### src/rtl/muldiv_sched_pkg.sv
// Shared types for the EX-stage mul/div scheduler: operation encodings,
// hi/lo result layout and scheduler FSM states.
package muldiv_sched_pkg;

    localparam int OP_W = 3;

    typedef enum logic [OP_W-1:0] {
        MUL   = 3'd0,
        MULU  = 3'd1,
        DIV   = 3'd2,
        DIVU  = 3'd3,
        MADD  = 3'd4,
        MADDU = 3'd5,
        MSUB  = 3'd6,
        MSUBU = 3'd7
    } muldiv_op_t;

    typedef struct packed {
        logic [31:0] hi;
        logic [31:0] lo;
    } hilo_t;

    typedef enum logic [1:0] {
        S_IDLE  = 2'd0,
        S_ISSUE = 2'd1,
        S_BUSY  = 2'd2
    } muldiv_state_t;

endpackage

### src/rtl/muldiv_sched_if.sv
// Start/abort/done bus between the scheduler and the shared multi-cycle mul/div unit.
interface muldiv_sched_if #(parameter int DATA_W = 32);
    import muldiv_sched_pkg::*;

    logic                unit_start;
    muldiv_op_t          unit_op;
    logic [DATA_W-1:0]   unit_a;
    logic [DATA_W-1:0]   unit_b;
    logic                unit_abort;
    logic                unit_done;
    logic [2*DATA_W-1:0] unit_result;

    modport master (
        output unit_start, unit_op, unit_a, unit_b, unit_abort,
        input  unit_done, unit_result
    );

    modport slave (
        input  unit_start, unit_op, unit_a, unit_b, unit_abort,
        output unit_done, unit_result
    );

endinterface

### src/rtl/muldiv_sched_pick.sv
// Two-way fixed-priority picker: pipe 0 wins whenever it is pending.
module muldiv_sched_pick (
    input  logic [1:0] pending,
    output logic       sel,
    output logic       any
);

    assign sel = ~pending[0];
    assign any = |pending;

endmodule

### src/rtl/muldiv_sched.sv
// EX-stage scheduler sharing one multi-cycle mul/div unit between pipe 0 and
// pipe 1, serialising requests in program order and stalling EX until done.
module muldiv_sched
    import muldiv_sched_pkg::*;
#(
    parameter int DATA_W = 32
) (
    input  logic                       clk,
    input  logic                       rst,
    input  logic [1:0]                 req,
    input  muldiv_op_t [1:0]           op,
    input  logic [1:0][DATA_W-1:0]     opa,
    input  logic [1:0][DATA_W-1:0]     opb,
    input  logic                       stall_ex,
    input  logic                       flush_ex,
    output logic                       stall_req,
    output logic [1:0]                 result_valid,
    output logic [1:0][2*DATA_W-1:0]   result,
    muldiv_sched_if.master             unit
);

    muldiv_state_t     state;
    logic [1:0]        done;
    logic [1:0]        pending;
    logic              pick_sel;
    logic              pick_any;
    logic              sel_q;
    muldiv_op_t        lat_op;
    logic [DATA_W-1:0] lat_a;
    logic [DATA_W-1:0] lat_b;
    logic              abort_q;

    assign pending      = req & ~done;
    assign stall_req    = (|pending) & ~flush_ex & ~rst;
    assign result_valid = done;

    muldiv_sched_pick u_pick (
        .pending (pending),
        .sel     (pick_sel),
        .any     (pick_any)
    );

    // Start is decoded from ISSUE so it lands one cycle after the request,
    // and a flush in that same cycle can still suppress it.
    assign unit.unit_start = (state == S_ISSUE) && !flush_ex;
    assign unit.unit_op    = lat_op;
    assign unit.unit_a     = lat_a;
    assign unit.unit_b     = lat_b;
    assign unit.unit_abort = abort_q;

    always_ff @(posedge clk or posedge rst) begin
        if (rst) begin
            state   <= S_IDLE;
            done    <= '0;
            result  <= '0;
            sel_q   <= 1'b0;
            lat_op  <= MUL;
            lat_a   <= '0;
            lat_b   <= '0;
            abort_q <= 1'b0;
        end else begin
            abort_q <= 1'b0;
            if (!stall_ex) begin
                done <= '0;
            end
            if (flush_ex) begin
                state   <= S_IDLE;
                done    <= '0;
                abort_q <= ((state == S_ISSUE) || (state == S_BUSY)) && !unit.unit_done;
            end else begin
                case (state)
                    S_IDLE: begin
                        if (pick_any) begin
                            sel_q  <= pick_sel;
                            lat_op <= op[pick_sel];
                            lat_a  <= opa[pick_sel];
                            lat_b  <= opb[pick_sel];
                            state  <= S_ISSUE;
                        end
                    end
                    S_ISSUE: state <= S_BUSY;
                    S_BUSY: begin
                        if (unit.unit_done) begin
                            result[sel_q] <= unit.unit_result;
                            done[sel_q]   <= 1'b1;
                            state         <= S_IDLE;
                        end
                    end
                    default: state <= S_IDLE;
                endcase
            end
        end
    end

    // The owning instruction must stay in EX while its operation is in flight.
    req_held_while_busy: assert property (
        @(posedge clk) disable iff (rst)
        ((state == S_BUSY) && !flush_ex) |-> req[sel_q]
    );

endmodule

### src/flat_wrapper.sv
// flat-port wrapper written by rule: the top's interface ports become plain ports
module muldiv_sched_flat import muldiv_sched_pkg::*;
#(
    parameter int DATA_W = 32
)
  (clk, rst, req, op, opa, opb, stall_ex, flush_ex, stall_req, result_valid, result, unit_unit_start, unit_unit_op, unit_unit_a, unit_unit_b, unit_unit_abort, unit_unit_done, unit_unit_result);
  muldiv_sched_if #(.DATA_W(DATA_W)) unit_i ();
  input  logic clk;
  input  logic rst;
  input  logic [1:0] req;
  input  muldiv_op_t [1:0] op;
  input  logic [1:0][DATA_W-1:0] opa;
  input  logic [1:0][DATA_W-1:0] opb;
  input  logic stall_ex;
  input  logic flush_ex;
  output logic stall_req;
  output logic [1:0] result_valid;
  output logic [1:0][2*DATA_W-1:0] result;
  output wire logic [$bits(unit_i.unit_start)-1:0] unit_unit_start;
  output wire logic [$bits(unit_i.unit_op)-1:0] unit_unit_op;
  output wire logic [$bits(unit_i.unit_a)-1:0] unit_unit_a;
  output wire logic [$bits(unit_i.unit_b)-1:0] unit_unit_b;
  output wire logic [$bits(unit_i.unit_abort)-1:0] unit_unit_abort;
  input wire logic [$bits(unit_i.unit_done)-1:0] unit_unit_done;
  input wire logic [$bits(unit_i.unit_result)-1:0] unit_unit_result;
  assign unit_unit_start = unit_i.unit_start;
  assign unit_unit_op = unit_i.unit_op;
  assign unit_unit_a = unit_i.unit_a;
  assign unit_unit_b = unit_i.unit_b;
  assign unit_unit_abort = unit_i.unit_abort;
  assign unit_i.unit_done = unit_unit_done;
  assign unit_i.unit_result = unit_unit_result;
  muldiv_sched #(.DATA_W(DATA_W)) u_core (.clk(clk), .rst(rst), .req(req), .op(op), .opa(opa), .opb(opb), .stall_ex(stall_ex), .flush_ex(flush_ex), .stall_req(stall_req), .result_valid(result_valid), .result(result), .unit(unit_i));
endmodule
### config.mk
export PLATFORM = sky130hd
export DESIGN_NAME = muldiv_sched_flat
export DESIGN_NICKNAME = d
export VERILOG_FILES = /design/src/rtl/muldiv_sched_pkg.sv /design/src/rtl/muldiv_sched_if.sv /design/src/rtl/muldiv_sched_pick.sv /design/src/rtl/muldiv_sched.sv /design/src/flat_wrapper.sv
export SDC_FILE = /design/constraint.sdc
export NUM_CORES = 1
export LEC_CHECK = 0
export BUFFER_PORTS_ARGS = -buffer_cell sky130_fd_sc_hd__buf_2
export CAP_MARGIN = 40
export CORE_AREA = 10 10 151 153
export CTS_BUF_LIST = sky130_fd_sc_hd__clkbuf_4 sky130_fd_sc_hd__clkbuf_8
export CTS_CLUSTER_SIZE = 28
export DETAILED_ROUTE_END_ITERATION = 10
export DIE_AREA = 0 0 161 163
export PLACE_DENSITY = 0.71
export SYNTH_ARGS = -nofsm -noshare
export SYNTH_HDL_FRONTEND = slang
export SYNTH_SLANG_ARGS = --single-unit
### constraint.sdc
create_clock -name clk -period 13.8 [get_ports clk]
set_clock_uncertainty 0.2 [all_clocks]
set_input_delay 2.76 -clock clk [delete_from_list [all_inputs] [get_ports clk]]
set_output_delay 2.76 -clock clk [all_outputs]
set_load 0.005 [all_outputs]
# Word level (Yosys, flattened, before mapping)
# Cells that the tools add are included.
[op_classes]
mux = 20
bitwise_logic = 8
n_reduce_logical = 11
magnitude_cmp = 3
n_eq_ne = 4
[ops]
columns = ["op", "count"]
rows = [
  ["128-bit bitwise mux", 1],
  ["32-bit two-way mux", 4],
  ["64-bit demux with 1-bit select", 1],
  ["64-bit two-way mux", 1],
  ["2-bit two-way mux", 7],
  ["3-bit two-way mux", 2],
  ["2-bit case mux with 3 select lines", 1],
  ["3-bit AND reduction", 2],
  ["1-bit by 2-bit less-than comparator with 1-bit output (second input constant)", 2],
  ["1-bit logical AND", 3],
  ["3-bit by 2-bit inequality test with 1-bit output (second input constant)", 1],
  ["3-bit inequality test (second input constant)", 1],
  ["1-bit inverter", 3],
  ["1-bit bitwise AND", 2],
  ["2-bit bitwise AND", 1],
  ["2-bit by 1-bit == test with 1-bit output (second input constant)", 1],
  ["2-bit == test (second input constant)", 1],
  ["1-bit logical NOT", 2],
  ["2-bit logical NOT", 1],
  ["1-bit two-way mux", 2],
  ["2-bit inverter", 1],
  ["2-bit OR", 1],
  ["2-bit AND reduction", 1],
  ["2-bit OR reduction", 1],
  ["3 further kinds", 3],
]
[word_totals]
ff_bits = 201
output_inout_bits = 200
inputBits = 205
elab_cells = 55

# Longest topological paths before layout
# Gate-level depths: netlist of run 1.
[logic_depth]
ltp_word = 8
depth_mapped = 7
ltp_nobuf = 5

# By module
# From an unflattened synthesis of run 1, not the netlist that was laid out.
[hier_totals]
hier_cells = 596
hier_area_um2 = 8229.1
[modules_own_cells]
columns = ["mod", "instances", "area_each_um2", "seq_area_each_um2", "cells_each"]
rows = [
  ["muldiv_sched", 1, 8219.1, 5029.8, 594],
  ["muldiv_sched_pick", 1, 10.0, 0.0, 2],
]

# Worst setup path before layout of run 1
# No wires, ideal clock.
[synth_timing]
kind = "input port to output port"
from = "input flush_ex"
to = "output stall_req"
path_buffers = 1
arrival_time_ns = 3.120
slack_ns = 7.720
stages = 2
required_ns = 10.840
path_cell_list = "buf_2 > nor3_1"
[synth_via]
elab_chain_cells = 3
[synth_rtl]
columns = ["item", "line", "source"]
rows = [
  ["from (decl)", "flat_wrapper.sv:15", "input logic flush_ex;"],
  ["1-bit inverter (no source line)", "-", ""],
  ["1-bit bitwise AND (2 in a row)", "muldiv_sched.sv:34", "assign stall_req = (|pending) & ~flush_ex & ~rst;"],
  ["to (decl)", "flat_wrapper.sv:16", "output logic stall_req;"],
]
# No other way between the ends.

# Final worst setup path of run 1
[layout_timing]
from = "input req[0]"
to = "output stall_req"
[layout_via]
elab_chain_cells = 4
[layout_rtl]
columns = ["item", "line", "source"]
rows = [
  ["from (decl)", "flat_wrapper.sv:10", "input logic [1:0] req;"],
  ["2-bit bitwise AND", "muldiv_sched.sv:33", "assign pending = req & ~done;"],
  ["2-bit OR reduction", "muldiv_sched.sv:34", ""],
  ["1-bit bitwise AND (2 in a row)", "muldiv_sched.sv:34", ""],
]
# No other way between the ends.

==> impl_metrics.ini, run 1 <==
[global_routing]
grt_overflow_total = 0
grt_max_degree = 90
antenna_found_initial = 3
grt_first_pass_wirelength_microns = 38100
grt_pass1_vias = 6594
gr-usage-all-layers = 0.184

[floorplan]
io_pins = 405
fp.dieW_microns = 161
start_util = 0.426
core_area_sq_um = 19900
row_count = 52
die_y_microns = 163
dieArea_sq_um = 26200

[sta]
max_freq_ghz = 0.158
rsz0062_at_grt = false
fin_tns_setup_ps = 0
holdWs_ps = 297
setup_violations = 0
tightest_slew_ps = 939
hold_violations = 0
fin_crit_sh = 0.458
maxSlewViolCount = 0
worst_slew_margin_rel = 0.374
finalCriticalPeriod_ps = 6320

[clocking]
clockBufferDepth = 3
cts_tree = done
cts_hold_buf = 0
cts_buffers = 37
clkSinkCount = 201
post-cts-setup-buffers = 0
htree_levels = 2
cts-root-buf = clkbuf_8
insertion_delay_ps = 510
cts.repair.resized = 0
clk_pin_slew_ps = 50

[routing]
drc = 0
drtIter0Drc = 203
viasPerCell = 4.76
drtPass1Iterations = 4
drt_wl_total_microns = 25500
post_drt_wl_per_cell_microns = 20.4
ant_nets = 0
vias = 5956

[power_and_ir_drop]
peakVddDrop_mv = 0.116
p_per_area_nw_per_um2 = 195
power_mw = 2.26
p_leak_nw = 6.06

[setup_path]
cp-end-kind = output port
critPathKind = primary input to output port
slowest_delay_ps = 160
path_common_cell = buf_2
crit_arrival_ps = 3360
cp_top_family = simple AND/OR/NAND/NOR gates
crit_slowest_cell = nor2b_1
worstPathRequired_ps = 10840
startpoint_type = primary input
cp_max_fo = 2
crit_buf_inv = 2
path_cells = buf_2, nor2b_1, nor2_1, nor3_1, buf_2

[cells_and_area]
final_layout_size_suffix_gt1_frac = 0.763
final_core_util = 0.582
synthToLayoutAreaGrowth_pct = 36.5
nets = 1160

[yosys]
yosysWarningCount = 0
synthMostInstantiatedCell = mux2_2
synth_edf_count = 0
yosysTopAreaCellShare = 0.593
ys.flop_type = dfrtp_1
avgSynthCellArea_sq_um = 16.0
yosysSeqAreaShare = 0.593
synth_top_cell_by_area = dfrtp_1
synthCells = 529
synthTopCellsByArea = dfrtp_1 (59%), mux2_2 (33%), mux2_4 (2.8%)
ys_seq_elements = 201
async_flop_share = 1.00
synthTopCellsByCount = mux2_2 (246), dfrtp_1 (201), buf_2 (19)
synth_area_sq_um = 8480
ys_types = 25
synth_nets = 737

[run_status]
status = complete, no violations

[hold_path]
hold_path_class = flop to flop

[run]
maxCapViolCount = 0

[placement]
port-buffer-count = 404
place_hpwl_microns = 19700
gp_congestion = 0.883
==> final cells by class <==
| class | count | area (sq um) |
|---|---|---|
| flip-flops and latches | 201 | 5030 |
| inverters | 3 | 18.8 |
| repair buffers | 414 | 2160 |
| diodes | 2 | 5.00 |
| multi-input cells | 295 | 3250 |
| well taps | 270 | 338 |
| clock buffers | 62 | 759 |
| fillers | 1649 | 8320 |
| clock inverters | 4 | 25.0 |
==> power by group <==
group          total [mW]  switching, mW  internal, mW  leakage (nW)
clock               0.585          0.239         0.346         0.415
sequential          0.958          0.119         0.839          2.53
combinational       0.715          0.304         0.411          3.11
==> path summary, 6_finish.rpt <==
check,start,endpoint,slack [ps],depth (start not counted)
worst max-delay path,req[0],stall_req,7480,5
worst min-delay path,u_core.result[67],u_core.result[67],300,1
worst max register to register,u_core.result_valid[0],u_core.unit.unit_a[28],11360,6
worst min register to register,u_core.result[67],u_core.result[67],300,1
max in group asynchronous,rst,u_core.result[108],10420,4
min in group asynchronous,rst,u_core.result[69],2020,2
==> stage by stage <==
stage	setup slack, ps	cells	instance area (sq um)
final	7480	1251	11600
after global routing	7420	1250	11600
after CTS	7470	1249	11600
after detailed placement	7470	1183	10800
after global placement	7470	1180	10700
after floorplan	5360	529	8480
==> cells in the final DEF (no fill, tap or decap), drive strengths merged <==
cell type,n
a211oi,1
a21o,1
a21oi,1
a32oi,1
and3b,1
buf,414
clkbuf,62
clkinv,2
clkinvlp,2
dfrtp,201
diode,2
ha,3
inv,3
mux2,262
nand2,5
nand2b,4
nand4b,1
nor2,3
nor2b,6
nor3,2
o211ai,1
o21ai,1
o22a,1
or4b,1
==> cell families (layout without fill, tap and decap cells) <==
logic type	count (synthesis)	after routing	share of synthesized area
AO/OA/AOI/OAI	7	7	0.00723
adder cells (fa/ha/maj)	3	3	0.00442
buffers and inverters	33	483	0.0245
flip-flops	201	201	0.593
multiplexers	262	262	0.355
other	0	2	0
AND/OR/NAND/NOR	23	23	0.0162
==> state kept, by name, indices dropped and copies added (netlist names) <==
register and count:
u_core.unit.unit_abort 1, u_core.unit.unit_a 32, u_core.state 2, u_core.sel_q 1
u_core.unit.unit_op 3, u_core.unit.unit_b 32, u_core.result_valid 2, u_core.result 128
==> routing by layer <==
metal,wire (microns),up-vias,track usage
li1,-,2749,-
met1,9170,2887,0.187
met2,12900,286,0.322
met3,2980,32,0.0961
met4,477,2,0.0558
met5,7,-,0
Note: power is estimated with default switching activity, not from simulation.
==> run 2, diff against run 1 <==
--- a/config.mk
+++ b/config.mk
@@ -7,12 +7,12 @@
 export LEC_CHECK = 0
 export BUFFER_PORTS_ARGS = -buffer_cell sky130_fd_sc_hd__buf_2
 export CAP_MARGIN = 40
-export CORE_AREA = 10 10 151 153
+export CORE_AREA = 10 10 148 150
 export CTS_BUF_LIST = sky130_fd_sc_hd__clkbuf_4 sky130_fd_sc_hd__clkbuf_8
 export CTS_CLUSTER_SIZE = 28
 export DETAILED_ROUTE_END_ITERATION = 10
-export DIE_AREA = 0 0 161 163
-export PLACE_DENSITY = 0.71
+export DIE_AREA = 0 0 158 160
+export PLACE_DENSITY = 0.74
 export SYNTH_ARGS = -nofsm -noshare
 export SYNTH_HDL_FRONTEND = slang
 export SYNTH_SLANG_ARGS = --single-unit
==> constraint.sdc (replaced) <==
create_clock -name clk -period 6.04 [get_ports clk]
set_clock_uncertainty 0.2 [all_clocks]
set_input_delay 1.208 -clock clk [delete_from_list [all_inputs] [get_ports clk]]
set_output_delay 1.208 -clock clk [all_outputs]
set_load 0.005 [all_outputs]
==> impl_metrics.ini, run 2 (synthesis results as in run 1) <==
[run_status]
status = complete, no violations

[sta]
worst_slew_margin_rel = 0.409
fin_tns_setup_ps = 0
setup_violations = 0
finalCriticalPeriod_ps = 3290
max_freq_ghz = 0.304
rsz0062_at_grt = false
maxSlewViolCount = 0
postLayoutSetupSlackWorst_ps = 2750
tightest_slew_ps = 887
hold_violations = 0
fin_crit_sh = 0.545

[global_routing]
grt_max_degree = 105
grt_overflow_total = 0
grt_first_pass_wirelength_microns = 37700
antenna_found_initial = 3
gr-usage-all-layers = 0.188
grt_pass1_vias = 6726

[hold_path]
hold_depth = 1
hold_path_class = flop to flop

[setup_path]
cp_top_family = simple AND/OR/NAND/NOR gates
crit_buf_inv = 2
cp_max_fo = 2
worstPathRequired_ps = 4630
startpoint_type = primary input
cp.depth = 5
crit_slowest_cell = nor2b_1
crit_arrival_ps = 1880
worst_r2r_path_depth = 6
critPathKind = primary input to output port
cp-end-kind = output port
path_cells = buf_2, nor2b_1, nor2_1, nor3_1, buf_2
path_common_cell = buf_2
slowest_delay_ps = 160

[clocking]
cts_buffers = 34
cts.repair.resized = 0
insertion_delay_ps = 490
cts-root-buf = clkbuf_8
clockBufferDepth = 3
post-cts-setup-buffers = 0
clkSinkCount = 201
cts_tree = done
clk_pin_slew_ps = 50
htree_levels = 2
cts_hold_buf = 0

[cells_and_area]
final_common_cell = buf_2
fill_cells = 1528
top_register = u_core.result
final_area_sq_um = 11400
nets = 1156
synthToLayoutAreaGrowth_pct = 34.0
mostFrequentLayoutCells = buf_2 (404), mux2_2 (246), dfrtp_1 (201)
final_core_util = 0.596
largest_reg_flops = 128
final_layout_size_suffix_gt1_frac = 0.760

[routing]
drtPass1Iterations = 4
vias = 5914
post_drt_wl_per_cell_microns = 20.4
drc = 0
drt_wl_total_microns = 24700
ant_nets = 0
drtIter0Drc = 191
viasPerCell = 4.90

[floorplan]
core_area_sq_um = 19100
start_util = 0.445
dieArea_sq_um = 25300
die_y_microns = 160
io_pins = 405
row_count = 51
fp.dieW_microns = 158

[power_and_ir_drop]
p_switching_mw = 1.46
peakVddDrop_mv = 0.282
power_mw = 4.96
p_int_mw = 3.49
switching_share = 0.295
p_seq_frac = 0.441
p_leak_nw = 5.97
p_clk_frac = 0.232
p_per_area_nw_per_um2 = 436
p_comb_frac = 0.326

[placement]
gp_congestion = 0.794
place_hpwl_microns = 19100
port-buffer-count = 404
post_dp_cell_area_sq_um = 10700
dpl_worst_slack_ps = 2760

[run]
maxCapViolCount = 0
[run 2: cell types whose count changed in the layout (fill, tap and decap cells not counted)]
cell / previous run / this run
clkbuf_8: 47 / 36
buf_12: 0 / 2
buf_16: 3 / 1
buf_4: 7 / 6
clkbuf_4: 15 / 16
inv_8: 1 / 0
[run 2: layout make-up]
class | instances | area (sq um) | share of cell area
Clock buffer | 52 | 616 | 0.0542
Antenna cell | 2 | 5.00 | 0.000440
Sequential cell | 201 | 5030 | 0.442
Timing Repair Buffer | 413 | 2130 | 0.188
Tap cell | 238 | 298 | 0.0262
Inverter | 3 | 15.0 | 0.00132
Clock inverter | 3 | 17.5 | 0.00154
Multi-Input combinational cell | 295 | 3250 | 0.286
[run 2: metrics by stage]
step                      instances  hold slack, ps
after floorplan                 529             284
final                          1207             298
after global placement         1148             282
after CTS                      1205             301
after global routing           1205             309
after detailed placement       1150             288
[run 2: per-layer routing]
layer	GRT usage	routed length [microns]	vias to the layer above
li1	-	-	2721
met3	0.0881	2920	45
met5	0	25	-
met2	0.326	12300	276
met4	0.0661	681	4
met1	0.193	8770	2868
[run 2: power by group through the flow]
stage	combinational, mW	clock [mW]	sequential, mW
floorplan	0.698	0	2.25
global placement	1.62	0	2.19
detailed placement	1.66	0	2.21
CTS	1.67	1.19	2.20
global route	1.76	1.24	2.27
finish	1.62	1.15	2.19
[run 2: final timing paths]
| path | from | to | slack [ps] |
|---|---|---|---|
| worst max-delay path | req[0] | stall_req | 2750 |
| worst min-delay path | u_core.unit.unit_b[15] | u_core.unit.unit_b[15] | 300 |
| worst max register to register | u_core.state[1] | u_core.unit.unit_a[30] | 3600 |
| worst min register to register | u_core.unit.unit_b[15] | u_core.unit.unit_b[15] | 300 |
| max in group asynchronous | rst | u_core.result[104] | 3770 |
| min in group asynchronous | rst | u_core.unit.unit_b[27] | 460 |
==> run 3, diff against run 2 <==
==> constraint.sdc (replaced) <==
create_clock -name clk -period 3.2 [get_ports clk]
set_clock_uncertainty 0.2 [all_clocks]
set_input_delay 0.64 -clock clk [delete_from_list [all_inputs] [get_ports clk]]
set_output_delay 0.64 -clock clk [all_outputs]
set_load 0.005 [all_outputs]
==> impl_metrics.ini, run 3 (synthesis results as in run 1) <==
[global_routing]
antenna_found_initial = 7
grt_overflow_total = 0
grt_max_degree = 70
grt_first_pass_wirelength_microns = 37800
gr-usage-all-layers = 0.190
grt_pass1_vias = 6513

[cells_and_area]
final_layout_size_suffix_gt1_frac = 0.763
nets = 1166
mostFrequentLayoutCells = buf_2 (404), mux2_2 (246), dfrtp_1 (201)
top_register = u_core.result
final_core_util = 0.613
final_common_cell = buf_2
largest_reg_flops = 128
synthToLayoutAreaGrowth_pct = 37.8
fill_cells = 1493
stdcell_count = 1224

[clocking]
insertion_delay_ps = 500
clockBufferDepth = 3
htree_levels = 2
cts_tree = done
cts.repair.resized = 0
cts-root-buf = clkbuf_8
clk_pin_slew_ps = 60
cts_buffers = 36
clkSinkCount = 201

[power_and_ir_drop]
peakVddDrop_mv = 0.521
p_int_mw = 7.00
p_switching_mw = 2.82
p_leak_nw = 6.12
p_comb_frac = 0.313
switching_share = 0.287
p_seq_frac = 0.420
p_per_area_nw_per_um2 = 840
p_clk_frac = 0.267

[hold_path]
hold_depth = 2
hold_path_class = primary input to flop

[floorplan]
die_y_microns = 160
io_pins = 405
dieArea_sq_um = 25300
fp.dieW_microns = 158
core_area_sq_um = 19100
row_count = 51
start_util = 0.445

[placement]
port-buffer-count = 404
dp_cells = 1157
gp_congestion = 0.831
place_hpwl_microns = 19400

[routing]
vias = 5942
drtIter0Drc = 234
post_drt_wl_per_cell_microns = 20.4
ant_nets = 0
drtPass1Iterations = 4
met3_length_microns = 3220
wl_met2_microns = 12500
wirelength_met1_microns = 8730
drc = 0
drt_wl_total_microns = 25000
highest_layer = met5
viasPerCell = 4.85

[sta]
setup_violations = 0
tightest_slew_ps = 427
worst_slew_margin_rel = 0.715
hold_violations = 0
rsz0062_at_grt = false
fin_crit_sh = 0.786
max_freq_ghz = 0.397
finalCriticalPeriod_ps = 2520
maxSlewViolCount = 0

[setup_path]
cp-end-kind = output port
critPathKind = primary input to output port
cp_max_fo = 2
worst_r2r_path_depth = 6
worstPathRequired_ps = 2360
startpoint_type = primary input
crit_arrival_ps = 1680

[run_status]
status = complete, no violations

[run]
maxCapViolCount = 0
## run 3: cell count changes in the layout (fill, tap and decap cells not counted), sizes merged
cell / previous run / this run
buf: 413 / 420
clkbuf: 52 / 57
bufinv: 0 / 2
diode: 2 / 3
dlygate4sd3: 0 / 1
inv: 2 / 3
## run 3: final cells by class
type                    count  area (sq um)  area share
flip-flops and latches    201          5030       0.430
multi-input cells         295          3250       0.278
repair buffers            421          2270       0.194
clock buffers              57           728      0.0623
well taps                 238           298      0.0255
clock inverters             6          86.3     0.00739
inverters                   3          15.0     0.00128
diodes                      3          7.51    0.000642
## run 3: metal layers
metal  global-route usage  vias up
li1                     -     2757
met1                0.198     2855
met2                0.322      284
met3               0.0978       42
met4               0.0670        4
met5                    0        -
## run 3: timing repair
action / in CTS / in global routing
buffers inserted: 0 / 0
hold buffers: 1 / 0
endpoints found under the hold margin: 5 / 0
## run 3: power by group through the flow
| stage | Sequential (mW) | Combinational, mW | Clock [mW] |
|---|---|---|---|
| floorplan | 4.26 | 1.32 | 0 |
| global placement | 4.11 | 3.09 | 0 |
| detailed placement | 4.16 | 3.17 | 0 |
| CTS | 4.14 | 3.18 | 2.71 |
| global route | 4.27 | 3.35 | 2.82 |
| finish | 4.12 | 3.08 | 2.62 |
## run 3: worst max-delay path: stages
cell	delay, ps
dlygate4sd3_1	550
buf_2	150
nor3_1	170
buf_2	160
## run 3: metrics by stage
| step | TNS, ps | total power [mW] | cell area (sq um) | hold slack [ps] | setup WS, ps |
|---|---|---|---|---|---|
| CTS | 0 | 10.0 | 11700 | 113 | 692 |
| global route | 0 | 10.4 | 11700 | 132 | 625 |
| floorplan | -48710 | 5.57 | 8490 | 284 | -242 |
| finish | 0 | 9.82 | 11700 | 156 | 684 |
| detailed placement | 0 | 7.32 | 10900 | 287 | 777 |
| global placement | 0 | 7.20 | 10800 | 282 | 820 |
## run 3: final timing paths
check,to,slack [ps],startpoint
min reg2reg,u_core.result[71],300,u_core.result[71]
max reg2reg,u_core.unit.unit_b[0],980,u_core.state[1]
min in group asynchronous,u_core.unit.unit_op[1],540,rst
min,u_core.unit.unit_abort,160,unit_unit_done
max in group asynchronous,u_core.result[27],1560,rst
max,stall_req,680,rst
